==> src/rtl/ddr_lane_sched_pkg.sv <==
// Shared types and constants for the double-rate capture lane burst scheduler.
// Latency: n/a (declarations only).
// Backpressure: n/a (declarations only).
//
// Contents: FSM state enum, default burst-length field width, lane data
// width, and a one-hot helper for the two-requester grant vector.
package ddr_lane_sched_pkg;

  localparam int LEN_W_DEFAULT = 4;
  localparam int DATA_W        = 8;

  // ST_GAP only becomes reachable when the turnaround gap is compiled in.
  typedef enum logic [1:0] {
    ST_IDLE  = 2'd0,
    ST_BURST = 2'd1,
    ST_GAP   = 2'd2
  } state_e;

  function automatic logic [1:0] onehot2(input logic sel);
    return sel ? 2'b10 : 2'b01;
  endfunction

endpackage

==> src/rtl/ddr_lane_sched_if.sv <==
// Request/beat/lane bundle between the two requesters, the scheduler and the capture lane.
// Latency: n/a (wires only).
// Backpressure: none; beats are paced by gnt, the lane has no ready.
//
// master: drives req/len0/len1/data0/data1, observes gnt/done/busy and lane outputs.
// slave : the scheduler side.
interface ddr_lane_sched_if #(
  parameter int LEN_W = ddr_lane_sched_pkg::LEN_W_DEFAULT
) ();
  import ddr_lane_sched_pkg::*;

  logic [1:0]        req;
  logic [LEN_W-1:0]  len0;
  logic [LEN_W-1:0]  len1;
  logic [DATA_W-1:0] data0;
  logic [DATA_W-1:0] data1;
  logic [1:0]        gnt;
  logic [1:0]        done;
  logic [DATA_W-1:0] din;
  logic              din_en;
  logic              csn;
  logic              busy;

  modport master (
    output req, len0, len1, data0, data1,
    input  gnt, done, din, din_en, csn, busy
  );

  modport slave (
    input  req, len0, len1, data0, data1,
    output gnt, done, din, din_en, csn, busy
  );

endinterface

==> src/rtl/ddr_lane_sched_rr_arb2.sv <==
// Two-way round-robin arbiter: a lone requester wins, a tie goes to the one that did not win last.
// Latency: combinational, 0 cycles.
// Backpressure: none; caller decides when a win is taken.
//
// Ports: req[1:0] levels, last_owner (1 = requester 1 won last), win[1:0] one-hot or zero.
module rr_arb2 (
  input  logic [1:0] req,
  input  logic       last_owner,
  output logic [1:0] win
);

  always_comb begin
    win = 2'b00;
    case (req)
      2'b01:   win = 2'b01;
      2'b10:   win = 2'b10;
      2'b11:   win = last_owner ? 2'b01 : 2'b10;
      default: win = 2'b00;
    endcase
  end

endmodule

==> src/rtl/ddr_lane_sched.sv <==
// Round-robin burst scheduler feeding din/din_en/csn of the double-rate capture lane.
// Latency: req in IDLE -> gnt next cycle; lane outputs lag gnt by exactly 1 cycle.
// Backpressure: none; a granted burst always runs len+1 consecutive beats.
//
// Ports: clk, rst (sync, active-high), bus (ddr_lane_sched_if.slave):
//   req/len0/len1/data0/data1 in; gnt/done/busy combinational from state;
//   din/din_en/csn registered lane drive (csn low = requester 0 half).
// Optional: `define DDR_LANE_SCHED_GAP_EN inserts a 1-cycle GAP after each
//   burst, giving 2 din_en-low cycles for the csn turnaround.
module ddr_lane_sched
  import ddr_lane_sched_pkg::*;
#(
  parameter int LEN_W = LEN_W_DEFAULT
) (
  input logic              clk,
  input logic              rst,
  ddr_lane_sched_if.slave  bus
);

  state_e            state_q, state_d;
  logic              owner_q;
  logic              last_owner_q;
  logic [LEN_W-1:0]  len_q;
  logic [LEN_W-1:0]  cnt_q;
  logic [DATA_W-1:0] din_q;
  logic              din_en_q;
  logic              csn_q;

  logic [1:0]        win;
  logic              beat;
  logic              last_beat;
  logic              grant;

  // One arbiter serves both the IDLE decision and the last-beat handover.
  rr_arb2 u_arb (
    .req        (bus.req),
    .last_owner (last_owner_q),
    .win        (win)
  );

  always_comb begin
    state_d   = state_q;
    grant     = 1'b0;
    beat      = (state_q == ST_BURST);
    last_beat = beat && (cnt_q == len_q);
    case (state_q)
      ST_IDLE: begin
        if (|win) begin
          state_d = ST_BURST;
          grant   = 1'b1;
        end
      end
      ST_BURST: begin
        if (last_beat) begin
`ifdef DDR_LANE_SCHED_GAP_EN
          state_d = ST_GAP;
`else
          // Arbitrate on this cycle's req so the next burst follows with no bubble.
          if (|win) begin
            state_d = ST_BURST;
            grant   = 1'b1;
          end else begin
            state_d = ST_IDLE;
          end
`endif
        end
      end
      ST_GAP:  state_d = ST_IDLE;
      default: state_d = ST_IDLE;
    endcase
  end

  assign bus.gnt    = beat ? onehot2(owner_q) : 2'b00;
  assign bus.done   = last_beat ? onehot2(owner_q) : 2'b00;
  assign bus.busy   = (state_q != ST_IDLE);
  assign bus.din    = din_q;
  assign bus.din_en = din_en_q;
  assign bus.csn    = csn_q;

  always_ff @(posedge clk) begin
    if (rst) begin
      state_q      <= ST_IDLE;
      owner_q      <= 1'b0;
      last_owner_q <= 1'b1;
      len_q        <= '0;
      cnt_q        <= '0;
      din_q        <= '0;
      din_en_q     <= 1'b0;
      csn_q        <= 1'b1;
    end else begin
      state_q <= state_d;
      if (grant) begin
        owner_q      <= win[1];
        last_owner_q <= win[1];
        len_q        <= win[1] ? bus.len1 : bus.len0;
        cnt_q        <= '0;
      end else if (beat && !last_beat) begin
        cnt_q <= cnt_q + LEN_W'(1);
      end
      din_en_q <= beat;
      if (beat) begin
        din_q <= owner_q ? bus.data1 : bus.data0;
        csn_q <= owner_q;
      end
    end
  end

endmodule

==> src/flat_wrapper.sv <==
// flat-port wrapper written by rule: the top's interface ports become plain ports
module ddr_lane_sched_flat import ddr_lane_sched_pkg::*;
#(
  parameter int LEN_W = LEN_W_DEFAULT
)
  (clk, rst, bus_req, bus_len0, bus_len1, bus_data0, bus_data1, bus_gnt, bus_done, bus_din, bus_din_en, bus_csn, bus_busy);
  ddr_lane_sched_if #(.LEN_W(LEN_W)) bus_i ();
  input logic clk;
  input logic rst;
  input wire logic [$bits(bus_i.req)-1:0] bus_req;
  input wire logic [$bits(bus_i.len0)-1:0] bus_len0;
  input wire logic [$bits(bus_i.len1)-1:0] bus_len1;
  input wire logic [$bits(bus_i.data0)-1:0] bus_data0;
  input wire logic [$bits(bus_i.data1)-1:0] bus_data1;
  output wire logic [$bits(bus_i.gnt)-1:0] bus_gnt;
  output wire logic [$bits(bus_i.done)-1:0] bus_done;
  output wire logic [$bits(bus_i.din)-1:0] bus_din;
  output wire logic [$bits(bus_i.din_en)-1:0] bus_din_en;
  output wire logic [$bits(bus_i.csn)-1:0] bus_csn;
  output wire logic [$bits(bus_i.busy)-1:0] bus_busy;
  assign bus_i.req = bus_req;
  assign bus_i.len0 = bus_len0;
  assign bus_i.len1 = bus_len1;
  assign bus_i.data0 = bus_data0;
  assign bus_i.data1 = bus_data1;
  assign bus_gnt = bus_i.gnt;
  assign bus_done = bus_i.done;
  assign bus_din = bus_i.din;
  assign bus_din_en = bus_i.din_en;
  assign bus_csn = bus_i.csn;
  assign bus_busy = bus_i.busy;
  ddr_lane_sched #(.LEN_W(LEN_W)) u_core (.clk(clk), .rst(rst), .bus(bus_i));
endmodule
==> config.mk <==
export PLATFORM = sky130hd
export DESIGN_NAME = ddr_lane_sched_flat
export DESIGN_NICKNAME = d
export VERILOG_FILES = /design/src/rtl/ddr_lane_sched_pkg.sv /design/src/rtl/ddr_lane_sched_if.sv /design/src/rtl/ddr_lane_sched_rr_arb2.sv /design/src/rtl/ddr_lane_sched.sv /design/src/flat_wrapper.sv
export SDC_FILE = /design/constraint.sdc
export NUM_CORES = 1
export LEC_CHECK = 0
export CAP_MARGIN = 20
export CORE_MARGIN = 4
export CORE_UTILIZATION = 40
export DETAILED_ROUTE_END_ITERATION = 7
export GPL_TIMING_DRIVEN = 0
export PLACE_DENSITY = 0.85
export REMOVE_ABC_BUFFERS = 1
export SYNTH_ARGS = -nofsm -noshare
export SYNTH_HDL_FRONTEND = slang
export SYNTH_SLANG_ARGS = --single-unit
==> constraint.sdc <==
create_clock -name clk -period 1.6 [get_ports clk]
set_input_delay 0.24 -clock clk [delete_from_list [all_inputs] [get_ports clk]]
set_output_delay 0.24 -clock clk [all_outputs]
set_load 0.02 [all_outputs]
==> flow_metrics.tcl <==
set metrics [dict create \
    grt.total_usage_pct 17.2 \
    worstSkewPairLatency_ns 0.31 \
    whs_ns 0.495 \
    seq_area_frac_synth_pct 43.4 \
    worstPathMaxFanout 4 \
    fillCellCount 193 \
    ys_ff_latch 21 \
    hold_path.startpoint "u_core.bus.din[3]$_SDFFE_PP0P_" \
    antenna_cells 0 \
    slew_violations 0 \
    setup_ws_ns 0.0171 \
    hold_end "u_core.bus.din[3]$_SDFFE_PP0P_" \
    ys_warn_count 0 \
    synth_edf_count 0 \
    grt_setup_unrepaired "true" \
    htree_levels 1 \
    vias 946 \
    avgViaCountPerCell 5.26 \
    wl_per_cell_um 14.8 \
    end_kind "output pin" \
    cp-start-kind "flop" \
    cp.arrival_ns 1.34 \
    min_path_type "flop to flop" \
    rr_endpoint "u_core.cnt_q[3]$_SDFFE_PP0P_" \
    slew_headroom_pct 50.2 \
    fmax_mhz 632 \
    fin_nets 182 \
    drt_iter0_drc 17 \
    setup-violations-final 0 \
    clockBufferDepth 2 \
    cap_violations 0 \
    dp_slack_ns -0.447 \
    p_per_area_nw_per_um2 840 \
    cts-root-buf "clkbuf_4" \
    die_w_um 57.2 \
    reg2reg_slack_ns 0.06 \
    synthFlopType "dfxtp_1" \
    ant_nets 0 \
    numCtsBuffers 3 \
    syn2layout_area_growth_pct 64.6 \
    final_cells 180 \
    clkSlewWorstSetupHoldPaths_ns 0.13 \
    cts_hold_buf 0 \
    dr.pass1.iters 2 \
    io_buffers 42 \
    grt_pass1_vias 916 \
    die-area_sq_um 3270 \
    reg2reg_depth 5 \
    worst_pin_slew_ns 0.744 \
    async_reset_ff_share_pct 0 \
    gp_congestion 0.769 \
    status "finished, final reports clean" \
    hold_violations 0 \
    antenna_found_initial 0 \
    regToRegStartpoint "u_core.cnt_q[2]$_SDFFE_PP0P_" \
    finalWirelength_um 2660 \
    io_pins 43 \
    netlist_instances 102 \
    final_util_pct 70.7 \
    finalCritPeriodShare_pct 98.9 \
    cp.required_ns 1.36 \
    route.detailed.drc 0 \
    grt_max_degree 22 \
    clock_skew_ns 0.0106 \
    grt_pass1_wl_um 4350 \
    final_layout_size_suffix_gt1_share_pct 22.4 \
    dp_hpwl_um 1850 \
    cts_tree "done" \
    critical_path_class "flop to output pin" \
    syn_area_per_cell_sq_um 9.49 \
    syn_area_sq_um 968 \
    rows 17 \
    clock_sinks 21 \
    start_util_pct 43.0 \
    grt-ovfl-total 0 \
    irDropWorstVdd_mv 0.688 \
    leakagePower_nw 0.585 \
    period_minus_slack_ns 1.58 \
    core_area_sq_um 2250 \
    placed_cells 166 \
    fp.dieH_um 57.2 \
    hold-path-cell-count 2 \
    yosysUniqueCellTypes 27 \
]
-- state kept, by name, indices dropped and copies added, names as in the netlist --
register             flops
u_core.bus.din           8
u_core.cnt_q             4
u_core.len_q             4
u_core.bus.csn           1
u_core.bus.din_en        1
u_core.last_owner_q      1
u_core.owner_q           1
u_core.state_q           1
-- cells by family (layout without fill, tap and decap cells) --
| logic type | count (synthesis) | in the layout | synth area share [%] |
|---|---|---|---|
| AOI/OAI and AO/OA | 27 | 27 | 20.2 |
| and+or+nand+nor | 27 | 27 | 13.4 |
| DFF | 21 | 21 | 43.4 |
| muxes | 13 | 13 | 13.4 |
| buffers and inverters | 8 | 58 | 3.75 |
| xor gates and xnor gates | 5 | 5 | 4.52 |
| adders and majority gates | 1 | 1 | 1.29 |
-- cells in the mapped netlist (all sizes together), types with 3 or more instances --
master  count  share of area (%)
a211oi     12                9.3
a21oi       7                3.6
buf         3                1.8
clkbuf      3                1.2
dfxtp      21                 43
mux2i      13                 13
nand3       4                2.1
nor2       12                4.7
nor3        3                1.5
xnor2       5                4.5
-- what timing repair did --
action,CTS,global route
setup endpoints to repair,16,11
pin swaps,4,1
gates resized for setup,25,12
buffers inserted,6,4
-- cell usage in the layout, fill, tap and decap left out --
master,netlist,routed
nor2b_1,1,1
a311o_1,1,1
a211o_1,1,1
nor3_2,0,1
nand2_1,1,1
nor2_1,12,11
dfxtp_2,0,5
ha_1,1,1
a41o_4,0,1
nand4_1,1,1
inv_1,2,2
xnor2_4,0,2
a21boi_1,1,1
a41oi_4,0,1
nor2_2,0,1
or3_1,1,1
nor3_1,3,2
clkbuf_4,0,3
nand3b_1,2,2
a31oi_1,2,2
dfxtp_1,21,12
a211oi_1,12,12
or2_2,1,1
clkdlybuf4s50_1,0,38
xnor2_2,0,2
xnor2_1,5,1
clkinv_2,0,1
o21ai_0,1,1
a21oi_1,7,7
mux2i_1,13,13
and2_1,1,1
dlygate4sd2_1,0,2
dfxtp_4,0,4
nand3_1,4,4
buf_4,1,12
-- area by class of cell --
type | instances | area [sq um] | area share, %
sequential | 21 | 442 | 27.7
inverter | 2 | 7.51 | 0.471
tap | 28 | 35.0 | 2.20
multi-input combinational | 73 | 594 | 37.3
clock inverter | 1 | 5.00 | 0.314
timing repair buffer | 52 | 488 | 30.6
clock buffer | 3 | 22.5 | 1.41
-- critical path: stages, from the launching register on --
cell and delay, ns:
dfxtp_2 0.36, xnor2_2 0.20, nand4_1 0.18, nor3_2 0.14, buf_4 0.16
-- how the worst max path moves through the flow --
stage | startpoint | to | slack, ns | cells after the start
finish | u_core.cnt_q[1]$_SDFFE_PP0P_ | bus_done[0] | 0.02 | 4
global route | u_core.cnt_q[3]$_SDFFE_PP0P_ | bus_done[0] | -0.11 | 4
CTS | u_core.cnt_q[2]$_SDFFE_PP0P_ | bus_done[0] | 0.01 | 4
detailed placement | u_core.state_q[0]$_SDFFE_PP0P_ | bus_done[0] | -0.45 | 3
global placement | u_core.state_q[0]$_SDFFE_PP0P_ | bus_done[0] | -0.40 | 3
floorplan | u_core.state_q[0]$_SDFFE_PP0P_ | u_core.cnt_q[3]$_SDFFE_PP0P_ | -0.17 | 4
-- per-layer routing --
layer	up-vias	GRT usage (%)	part of all wire [%]
li1	479	-	-
met1	439	19.6	38
met2	23	31.6	56
met3	5	1.81	3.9
met4	0	8.61	1.9
met5	-	0	0
-- stage by stage --
step                      total power, W  TNS (ns)  area (sq um)
final                            0.00134         0          1590
after global routing             0.00142    -0.259          1590
after CTS                        0.00130         0          1500
after detailed placement        0.000998     -3.70          1400
after global placement          0.000982     -2.98          1400
after floorplan                 0.000818    -0.792           940
-- report_power, final --
| part | leakage [nW] | internal (W) | switching, W |
|---|---|---|---|
| registers | 0.178 | 0.000572 | 0.0000463 |
| logic | 0.389 | 0.000249 | 0.000208 |
| clock network | 0.0177 | 0.0000935 | 0.000171 |
Note: power is estimated with default switching activity, not from simulation.
